**src/rtl/rtc_addr_sequencer.sv**
```systemverilog
// RTC register-address sequencer: sweeps Address_WR over FIRST_IDX..LAST_IDX, one bus
// transaction per index. Optional REQ watchdog enabled by defining RTC_SEQ_TIMEOUT_EN.
module rtc_addr_sequencer #(
    parameter int FIRST_IDX      = 0,
    parameter int LAST_IDX       = 15,
    parameter int GAP_CYCLES     = 3,
    parameter int TIMEOUT_CYCLES = 64
) (
    input  logic       clk,
    input  logic       reset,
    input  logic       start,
    input  logic       mode_wr,
    input  logic       abort,
    input  logic       bus_ack,
    output logic [3:0] Address_WR,
    output logic       bus_req,
    output logic       bus_wr,
    output logic       busy,
    output logic       done,
    output logic       error
);

    typedef enum logic [1:0] {IDLE, REQ, GAP, DONE} state_t;

    localparam logic [3:0] FIRST   = 4'(FIRST_IDX);
    localparam logic [3:0] LAST    = 4'(LAST_IDX);
    localparam logic [3:0] GAP_END = 4'((GAP_CYCLES > 0) ? GAP_CYCLES - 1 : 0);

    state_t     state, state_nx;
    logic [3:0] idx, idx_nx;
    logic [3:0] gap_cnt, gap_nx;
    logic       wr_q, wr_nx;

`ifdef RTC_SEQ_TIMEOUT_EN
    localparam int TW = $clog2(TIMEOUT_CYCLES + 1);
    localparam logic [TW-1:0] TO_END = TW'(TIMEOUT_CYCLES - 1);
    logic [TW-1:0] to_cnt, to_nx;
    logic          err_q, err_nx;
`endif

    // NOTE: every variable driven here gets a default first so no path leaves it
    // unassigned; otherwise synthesis infers a latch.
    always_comb begin
        state_nx = state;
        idx_nx   = idx;
        gap_nx   = gap_cnt;
        wr_nx    = wr_q;
`ifdef RTC_SEQ_TIMEOUT_EN
        to_nx    = to_cnt;
        err_nx   = err_q;
`endif
        case (state)
            IDLE: begin
                if (start && !abort) begin
                    state_nx = REQ;
                    idx_nx   = FIRST;
                    wr_nx    = mode_wr;
`ifdef RTC_SEQ_TIMEOUT_EN
                    to_nx    = '0;
                    err_nx   = 1'b0;
`endif
                end
            end
            REQ: begin
                if (abort) begin
                    state_nx = IDLE;
                    idx_nx   = FIRST;
                end else if (bus_ack) begin
                    if (idx == LAST) begin
                        state_nx = DONE;
                    end else if (GAP_CYCLES > 0) begin
                        state_nx = GAP;
                        gap_nx   = '0;
                    end else begin
                        // Zero gap: next request follows immediately, bus_req stays high.
                        idx_nx   = idx + 4'd1;
`ifdef RTC_SEQ_TIMEOUT_EN
                        to_nx    = '0;
`endif
                    end
                end
`ifdef RTC_SEQ_TIMEOUT_EN
                else if (to_cnt == TO_END) begin
                    state_nx = IDLE;
                    idx_nx   = FIRST;
                    err_nx   = 1'b1;
                end else begin
                    to_nx = to_cnt + 1'b1;
                end
`endif
            end
            GAP: begin
                if (abort) begin
                    state_nx = IDLE;
                    idx_nx   = FIRST;
                end else if (gap_cnt == GAP_END) begin
                    state_nx = REQ;
                    idx_nx   = idx + 4'd1;
`ifdef RTC_SEQ_TIMEOUT_EN
                    to_nx    = '0;
`endif
                end else begin
                    gap_nx = gap_cnt + 4'd1;
                end
            end
            DONE: begin
                state_nx = IDLE;
                idx_nx   = FIRST;
            end
            default: begin
                state_nx = IDLE;
                idx_nx   = FIRST;
            end
        endcase
    end

    // NOTE: sequential state uses non-blocking assignments so all registers update
    // together from pre-edge values, independent of statement order.
    always_ff @(posedge clk or negedge reset) begin
        if (!reset) begin
            state   <= IDLE;
            idx     <= FIRST;
            gap_cnt <= '0;
            wr_q    <= 1'b0;
        end else begin
            state   <= state_nx;
            idx     <= idx_nx;
            gap_cnt <= gap_nx;
            wr_q    <= wr_nx;
        end
    end

`ifdef RTC_SEQ_TIMEOUT_EN
    always_ff @(posedge clk or negedge reset) begin
        if (!reset) begin
            to_cnt <= '0;
            err_q  <= 1'b0;
        end else begin
            to_cnt <= to_nx;
            err_q  <= err_nx;
        end
    end
    assign error = err_q;
`else
    assign error = 1'b0;
`endif

    // Status outputs decode the state register, so the async reset clears them at once.
    assign Address_WR = idx;
    assign bus_req    = (state == REQ);
    assign busy       = (state == REQ) || (state == GAP);
    assign done       = (state == DONE);
    assign bus_wr     = wr_q;

endmodule

```
**config.mk**
```make
export PLATFORM = sky130hd
export DESIGN_NAME = rtc_addr_sequencer
export DESIGN_NICKNAME = d
export VERILOG_FILES = /design/src/rtl/rtc_addr_sequencer.sv
export SDC_FILE = /design/constraint.sdc
export NUM_CORES = 1
export LEC_CHECK = 0
export ABC_CLOCK_PERIOD_IN_PS = 3100
export CORE_MARGIN = 2
export CORE_UTILIZATION = 52
export DETAILED_ROUTE_END_ITERATION = 10
export GPL_TIMING_DRIVEN = 0
export PLACE_DENSITY_LB_ADDON = 0.3
export SETUP_SLACK_MARGIN = 0.3
export SLEW_MARGIN = 10
export SYNTH_ARGS = -nofsm -noshare
export SYNTH_HDL_FRONTEND = slang
export SYNTH_SLANG_ARGS = --single-unit
```
**constraint.sdc**
```tcl
create_clock -name clk -period 3.1 [get_ports clk]
set_input_delay 0.31 -clock clk [delete_from_list [all_inputs] [get_ports clk]]
set_output_delay 0.31 -clock clk [all_outputs]
set_load 0.01 [all_outputs]
```
==> results.md, run 1 <==
* Outcome: finished, final reports clean
* Tmin final at 2.06 ns
* Wire per inst at 12.5 um
* Synth top area share at 39.5%
* Setup violations, final at 0
* Critical path cell sequence: inv_1 > ha_1 > and4_4 > or3_1 > clkbuf_2 > or4b_1 > nand3_1
* FF-to-FF Start: state[1]
* Mapped cell area at 697 sq um
* Critical Path Slowest Stage Cell: or4b_1
* Hold Path Class: input pin to async pin
* Leading post-synthesis cells by cell area: dfrtp_1 39%, ha_1 13%, o21ai_0 5.7%, mux2_2 4.8%, nand2_1 3.8%
* Post-Syn Area per Cell at 9.42 sq um
* Iter 0 DRT Violations at 5
* Die W at 40.6 um
* Quantity of gates resized following cts at 0
* Syn_nets at 87
* CP top delay family: simple AND/OR/NAND/NOR gates
* Vias in the first global route at 501
* WP data arrival at 2.27 ns
* Crit path buf inv count at 2
* WL final at 1320 um
* Die area at between 0.0015 and 0.002 sq mm
* Area of the core at between 0.001 and 0.0015 sq mm
* I/O Pins at 15
* Final hold violations at 0
* Largest net degree at the start of global routing at 12
* Root Driver: clkbuf_4
* CP Data Required Time at 3.31 ns
* Setup repair after global routing missed its margin: no
* DP Area at 846 sq um
* Yosys reg bits at 11
* Number of distinct library cells after synthesis at 26
* Clk Latency, worst-skew pair at 0.27 ns
* DP Worst Slack at 1.04 ns
* Layout cell share with drive strength beyond 1 at a little over an eighth
* Dominant cell type by area after synthesis: dfrtp_1
* Remaining antenna violation count at 0
* Area Growth Syn to Fin at 25.1%
* GR Overflow Total at 0
* Setup WS post-layout at 1.04 ns
* Initial Util at approximately 55%
* Leakage Power at 0.000397 uW
* Slew headroom at 60.9%
* IO buf count at 13
* Setup TNS Final at 0 ns
* Worst-Margin Slew at 0.571 ns
* CTS hold repair buffers at 0
* Fin Clk Skew at 0.00506 ns
* Hpwl dp at 1010 um
* Setup crit start: state[1]
* Initial antenna violation count at 0
* Max clock buf depth at 2
* CTS clk-pin slew, worst paths at 0.07 ns
* Drt first pass iters at 4
* FP Rows at 13
* Finished Cell Area at 872 sq um
* Depth of the CTS H-tree at 1
* Final Max Tran Viols at 0
* Nature of the critical path endpoint: flop
* Cells after Synth at 74
* Worst path max stage delay at around 0.50 ns
* Worst VDD drop at 0.000492 V
* Synth Warn # at 0
* CTS Sinks at 11
* CTS tree: yes
* Chip Height at 40.6 um
* N_diodes at 0
* Post-route DRC at 0
* Total CTS buffers at 3
* Worst-path fanout max at 6
* Sequential share of the synthesized area at between 30% and 40%
* Pwr Density at about 640 mW/mm^2
* Max_cap viols at 0
* GR Util All Layers at 19.2%
* GPL Wtd Cong at 0.788
* Nets@finish at ~110
* Crit Path Category: flop to flop
* Total number of vias at 589
* Critical path launch point type: flop
* Vias per inst at roughly 5.6
* Global-route wire length before repair at 2080 um
* Fmax at 486 MHz
* Postcts setup bufs at 0
* Tcrit/Tclk final at roughly two thirds
-- synth_stat cells --
cell type and n:
nor2_1 5, inv_1 6, or3_1 1, conb_1 1, nand2_1 7, a2111oi_0 1
ha_1 7, mux2_2 3, buf_4 1, or4b_1 1, or2b_1 1, o21ai_0 8
a21oi_1 1, a22o_2 1, nor3b_2 1, dfrtp_1 11, nand3_1 4, and4_4 1
or2_2 1, nor2b_1 3, nand2b_1 2, o22ai_1 1, clkbuf_2 1, mux2i_1 1
o31ai_1 3, o221ai_1 1
-- metal layers --
| layer | share of wire (%) | routed length [um] | GRT usage [%] |
|---|---|---|---|
| met1 | 45 | 601 | 23.1 |
| met2 | 49 | 646 | 32.5 |
| met3 | 4.4 | 58 | 4.89 |
| met4 | 1.2 | 16 | 7.50 |
| met5 | 0 | 0 | 0 |
-- logic make-up after synthesis --
family / synth area share [%]
AND/OR/NAND/NOR: 21.5
AO/OA/AOI/OAI: 14.5
flip-flops: 39.5
buffers and inverters: 5.03
adder cells (fa/ha/maj): 12.6
multiplexers: 6.28
other: 0.538
-- flip-flops by register name, summed over array words and instances, names as in the netlist --
| register | flops |
|---|---|
| Address_WR | 4 |
| gap_cnt | 4 |
| state | 2 |
| bus_wr | 1 |
-- worst paths after layout --
kind | endpoint | slack (ns) | cells after the start
min | gap_cnt[2] | 0.37 | 1
min in group clk | bus_wr | 0.52 | 1
max in group asynchronous | state[1] | 2.40 | 1
max | gap_cnt[3] | 1.04 | 7
max reg2reg | gap_cnt[3] | 1.04 | 7
min reg2reg | bus_wr | 0.52 | 1
-- layout make-up --
cell class,instances,area [sq um]
fillers,111,397
multi-input cells,55,387
flip-flops and latches,11,275
repair buffers,13,130
clock buffers,4,26.3
inverters,6,22.5
well taps,15,18.8
plain buffers,2,12.5
-- per-stage QoR --
| step | hold WS, ns | cells | util, % | power, uW |
|---|---|---|---|---|
| after floorplan | 0.0144 | 74 | - | 361 |
| after global placement | 0.494 | 102 | 66.7 | 451 |
| after detailed placement | 0.508 | 102 | 66.7 | 457 |
| after CTS | 0.387 | 106 | 68.7 | 560 |
| after global routing | 0.427 | 106 | 68.7 | 599 |
| final | 0.367 | 106 | 68.7 | 554 |
-- power breakdown --
group          switching [uW]  total [uW]  internal (uW)  leakage [uW]
clock                    51.0         101           49.9     0.0000150
sequential               32.8         209            176      0.000148
combinational             119         244            126      0.000234
-- placed cells by master, fill, tap and decap left out, types with 2 or more instances in the layout --
master and n:
nand2b_1 2, o31ai_1 3, ha_1 7, nor2_1 5, clkbuf_4 3, nand3_1 4, nor2b_1 3, o21ai_0 8
dfrtp_1 11, clkdlybuf4s50_1 13, nand2_1 7, inv_1 6, mux2_2 3
Note: power is estimated with default switching activity, not from simulation.
==> run 2, diff against run 1 <==
--- a/config.mk
+++ b/config.mk
@@ -5,9 +5,9 @@
 export SDC_FILE = /design/constraint.sdc
 export NUM_CORES = 1
 export LEC_CHECK = 0
-export ABC_CLOCK_PERIOD_IN_PS = 3100
+export ABC_CLOCK_PERIOD_IN_PS = 2000
 export CORE_MARGIN = 2
-export CORE_UTILIZATION = 52
+export CORE_UTILIZATION = 48
 export DETAILED_ROUTE_END_ITERATION = 10
 export GPL_TIMING_DRIVEN = 0
 export PLACE_DENSITY_LB_ADDON = 0.3
==> constraint.sdc (replaced) <==
create_clock -name clk -period 2 [get_ports clk]
set_input_delay 0.2 -clock clk [delete_from_list [all_inputs] [get_ports clk]]
set_output_delay 0.2 -clock clk [all_outputs]
set_load 0.01 [all_outputs]
==> results.md, run 2 (synthesis results as in run 1) <==
* Outcome: finished, final reports clean
* Clk Latency, worst-skew pair at 0.27 ns (about the same)
* Nets@finish at 115 (+9.5%)
* WP data arrival at 2.08 ns (-0.19 ns)
* CTS tree: yes
* Post-route DRC at 0 (unchanged)
* Logic pwr share at 53.1% (+9.0 points)
* Hpwl dp at 989 um (-1.9%)
* Tcrit/Tclk final at 93.6% (+27 points)
* Max_cap viols at 0 (unchanged)
* CP Data Required Time at 2.21 ns (-1.10 ns)
* Fin Hold WS at 0.260 ns (-0.107 ns)
* Area Growth Syn to Fin at 47.6%
* CTS hold repair buffers at 0 (unchanged)
* Iter 0 DRT Violations at 17 (+12)
* Most frequent cells in the layout: 11 x dfrtp_1, 11 x buf_4, 11 x clkdlybuf4s50_1
* IO buf count at 13 (unchanged)
* Net Switching at 373 uW (+84%)
* Clock power share at 14.9% (-3.3 points)
* P_int at 635 uW (+80%)
* Wire per inst at 13.9 um (+12%)
* Layout cell share with drive strength beyond 1 at 34.7% (+21 points)
* Vias per inst at 5.44 (-2.1%)
* Worst-path fanout max at 5 (-1)
* Initial antenna violation count at 0 (unchanged)
* Root Driver: clkbuf_4
* Fin Clk Skew at 0.00991 ns (+0.00484 ns)
* Worst path max stage delay at 0.45 ns (-0.05 ns)
* Drt first pass iters at 4 (unchanged)
* Final hold violations at 0 (unchanged)
* Final Max Tran Viols at 0 (unchanged)
* Die area at 0.00177 sq mm (+7.5%)
* Setup TNS Final at 0 ns (unchanged)
* Setup violations, final at 0 (unchanged)
* Fmax at 534 MHz (+10%)
* CTS Sinks at 11 (unchanged)
* Total CTS buffers at 3 (unchanged)
* Global-route wire length before repair at 2700 um (+30%)
* Slew headroom at 66.1% (+5.2 points)
* Pwr Density at 980 mW/mm^2 (+54%)
* CTS clk-pin slew, worst paths at 0.07 ns (about the same)
* Setup repair after global routing missed its margin: yes
* Crit path buf inv count at 1 (-1)
* Nature of the critical path endpoint: flop
* Worst-Margin Slew at 0.507 ns (-0.0643 ns)
* I/O Pins at 15 (unchanged)
* FP Rows at 13 (unchanged)
* Initial Util at 52.3% (-2.7 points)
* GR Util All Layers at 20.3% (+1.1 points)
* Critical Path Slowest Stage Cell: or4b_1
* Critical path launch point type: flop
* N_diodes at 0 (unchanged)
* Crit Path Category: flop to flop
* Tmin final at 1.87 ns (-0.187 ns)
* Max clock buf depth at 2 (unchanged)
* GPL Wtd Cong at 0.811 (+2.9%)
* WL final at 1610 um (+22%)
* Leakage Power at 0.000474 uW (+19%)
* Hold Path Class: input pin to async pin
* Total number of vias at 631 (+7.1%)
* Part of the power in registers at 32.0% (-5.7 points)
* Largest net degree at the start of global routing at 12 (unchanged)
* Critical path cell sequence: ha_4 > and4_4 > or3_4 > buf_8 > or4b_1 > nand3_1
* GR Overflow Total at 0 (unchanged)
* Remaining antenna violation count at 0 (unchanged)
* Depth of the CTS H-tree at 1 (unchanged)
* Sw frac at 37.0% (+0.49 points)
* Worst VDD drop at 0.000692 V (+41%)
* CP top delay family: simple AND/OR/NAND/NOR gates
* Die W at 42.1 um (+3.7%)
* Chip Height at 42.1 um (+3.7%)
* Vias in the first global route at 623 (+24%)
* Area of the core at 0.00133 sq mm (+5.1%)
[run 2: cell type report]
class	instances	area, sq um
multi-input cells	55	457
fillers	95	305
flip-flops and latches	11	275
repair buffers	23	206
clock buffers	4	26.3
plain buffers	2	22.5
inverters	6	22.5
well taps	15	18.8
[run 2: power by group through the flow]
stage	Clock, uW	Sequential, uW	Combinational (uW)
4_1_cts	155	323	482
6_report	150	323	535
3_3_place_gp	0	326	398
2_1_floorplan	0	328	260
5_1_grt	159	330	587
3_5_place_dp	0	330	410
[run 2: routing by layer]
layer / track usage (%) / wire [um] / vias up / share of wire [%]
li1: - / - / 313 / -
met4: 5.00 / 50 / 0 / 3.1
met3: 8.19 / 89 / 7 / 5.5
met2: 35.0 / 830 / 19 / 51
met5: 0 / 0 / - / 0
met1: 23.3 / 643 / 292 / 40
[run 2: per-stage QoR]
stage	power, uW	utilization (%)	instances	cell area [sq um]	setup slack [ns]
floorplan	588	-	74	718	0.148
global placement	724	65.0	102	867	0.0324
detailed placement	740	65.0	102	867	0.00572
CTS	960	73.6	114	982	0.133
global route	1080	77.1	116	1030	0.0374
finish	1010	77.1	116	1030	0.129
[run 2: final timing paths]
| path | slack, ns | endpoint | cells past startpoint | start |
|---|---|---|---|---|
| worst min-delay path | 0.26 | gap_cnt[2] | 1 | reset |
| worst max-delay path | 0.13 | gap_cnt[3] | 6 | state[0] |
| min in group clk | 0.51 | bus_wr | 1 | bus_wr |
| worst min register to register | 0.51 | bus_wr | 1 | bus_wr |
| worst max register to register | 0.13 | gap_cnt[3] | 6 | state[0] |
| max in group asynchronous | 1.39 | bus_wr | 1 | reset |
[run 2: repair_timing]
action	4_1_cts	5_1_grt
setup buffers	8	2
resized for setup	7	12
pin swaps	7	3
endpoints found under the setup margin	10	10
==> run 3, diff against run 2 <==
--- a/config.mk
+++ b/config.mk
@@ -11,7 +11,6 @@
 export DETAILED_ROUTE_END_ITERATION = 10
 export GPL_TIMING_DRIVEN = 0
 export PLACE_DENSITY_LB_ADDON = 0.3
-export SETUP_SLACK_MARGIN = 0.3
 export SLEW_MARGIN = 10
 export SYNTH_ARGS = -nofsm -noshare
 export SYNTH_HDL_FRONTEND = slang
==> results.md, run 3 (synthesis results as in run 1) <==
* Outcome: finished, final reports clean
* Worst-Margin Slew at 0.507 ns (+0.000512 ns)
* Final Max Tran Viols at 0 (unchanged)
* Crit Path Category: flop to flop
* Layout cell share with drive strength beyond 1 at 19.6% (-15 points)
* CP top delay family: simple AND/OR/NAND/NOR gates
* Tmin final at 1.88 ns (+0.0115 ns)
* Slew headroom at 66.1% (about the same)
* Setup TNS Final at 0 ns (unchanged)
* Leakage Power at 0.000400 uW (-15%)
* GR Overflow Total at 0 (unchanged)
* Final hold violations at 0 (unchanged)
* N_diodes at 0 (unchanged)
* Setup repair after global routing missed its margin: no
* Largest net degree at the start of global routing at 12 (unchanged)
* Nature of the critical path endpoint: flop
* DP Worst Slack at -0.0749 ns (-0.0806 ns)
* I/O Pins at 15 (unchanged)
* Register area at 275 sq um (unchanged)
* Multi-input gate area at 433 sq um (-5.2%)
* Nets@finish at 106 (-7.8%)
* GR Util All Layers at 17.0% (-3.3 points)
* Tcrit/Tclk final at 94.1% (+0.58 points)
* Commonest non-fill, non-tap cell in the layout: clkdlybuf4s50_1
* Fill count at 110 (+16%)
* Critical path launch point type: flop
* Clk Latency, worst-skew pair at 0.27 ns (about the same)
* Remaining antenna violation count at 0 (unchanged)
* WL final at 1360 um (-16%)
* Max_cap viols at 0 (unchanged)
* Worst-path fanout max at 6 (+1)
* CTS tree: yes
* Vias in the first global route at 523 (-16%)
* Final Power at 927 uW (-8.0%)
* WP data arrival at 2.09 ns (about the same)
* Hold Path Class: input pin to async pin
* Drt first pass iters at 4 (unchanged)
* Critical path cell sequence: ha_4 > and4_4 > or3_4 > or4b_1 > nand3_1
* Hpwl dp at 990 um (about the same)
* Vias per inst at 5.47 (+0.51%)
* Total CTS buffers at 3 (unchanged)
* Crit path buf inv count at 0 (-1)
* Root Driver: clkbuf_4
* Initial antenna violation count at 0 (unchanged)
* Total number of vias at 585 (-7.3%)
* Die W at 42.1 um (unchanged)
* Die area at 0.00177 sq mm (unchanged)
* Initial Util at 52.3% (unchanged)
* Worst path max stage delay at 0.50 ns (+0.05 ns)
* Iter 0 DRT Violations at 10 (-7)
* Global-route wire length before repair at 2280 um (-16%)
* Depth of the CTS H-tree at 1 (unchanged)
* CTS clk-pin slew, worst paths at 0.07 ns (about the same)
* Chip Height at 42.1 um (unchanged)
* Area of the core at 0.00133 sq mm (unchanged)
* GPL Wtd Cong at 0.796 (-1.8%)
* Most frequent cells in the layout: 13 x clkdlybuf4s50_1, 11 x dfrtp_1, 8 x o21ai_0
* CTS hold repair buffers at 0 (unchanged)
* Wire per inst at 12.7 um (-8.7%)
* Max clock buf depth at 2 (unchanged)
* Setup WS post-layout at 0.117 ns (-0.0115 ns)
* Post-route DRC at 0 (unchanged)
* Fin Clk Skew at 0.0113 ns (+0.00140 ns)
* Worst VDD drop at 0.000712 V (+2.8%)
* Critical Path Slowest Stage Cell: or4b_1
* Area Growth Syn to Fin at 33.2%
* FP Rows at 13 (unchanged)
* Setup slack, reg-to-reg at 0.12 ns (about the same)
* CTS Sinks at 11 (unchanged)
* IO buf count at 13 (unchanged)
* CP Data Required Time at 2.21 ns (about the same)
* Fmax at 531 MHz (-0.61%)
* Pwr Density at 999 mW/mm^2 (+1.9%)
* Setup violations, final at 0 (unchanged)
==> run 3: final timing paths <==
path,cells after the start,start,endpoint
min in group clk,1,Address_WR[3],Address_WR[3]
setup reg to reg,5,state[0],gap_cnt[3]
hold reg to reg,1,Address_WR[3],Address_WR[3]
setup / recovery,5,state[0],gap_cnt[3]
max in group asynchronous,1,reset,bus_wr
hold / removal,1,reset,gap_cnt[2]
==> run 3: stage by stage <==
step                cell area, sq um  utilization (%)  hold slack [ns]  instances
floorplan                        697                -          -0.0956         74
global placement                 846             63.4            0.492        102
detailed placement               846             63.4            0.504        102
CTS                              885             66.3            0.271        107
global route                     928             69.6            0.310        107
finish                           928             69.6            0.262        107
==> run 3: final cells by class <==
cell class / count / area share, %
multi-input cells: 55 / 46.6
flip-flops and latches: 11 / 29.6
repair buffers: 15 / 15.6
clock buffers: 4 / 2.83
inverters: 6 / 2.43
well taps: 15 / 2.02
plain buffers: 1 / 0.809
==> run 3: routing by layer <==
metal | share of wire, % | global-route usage (%) | vias to the layer above
li1 | - | - | 295
met3 | 6.1 | 7.76 | 2
met1 | 45 | 22.9 | 274
met2 | 48 | 25.0 | 14
met4 | 0.44 | 3.75 | 0
met5 | 0 | 0 | -
==> run 3: power breakdown <==
| part | internal (uW) | leakage, uW | total, uW | switching, uW |
|---|---|---|---|---|
| sequential | 273 | 0.000148 | 325 | 52.1 |
| clock | 77.2 | 0.0000150 | 150 | 72.6 |
| combinational | 237 | 0.000237 | 452 | 215 |
| total | 587 | 0.000400 | 927 | 340 |
==> run 3: repair_timing <==
action	4_1_cts	5_1_grt
gates cloned	0	0
gates resized for setup	2	7
endpoints found under the setup margin	1	6
setup buffers	1	1
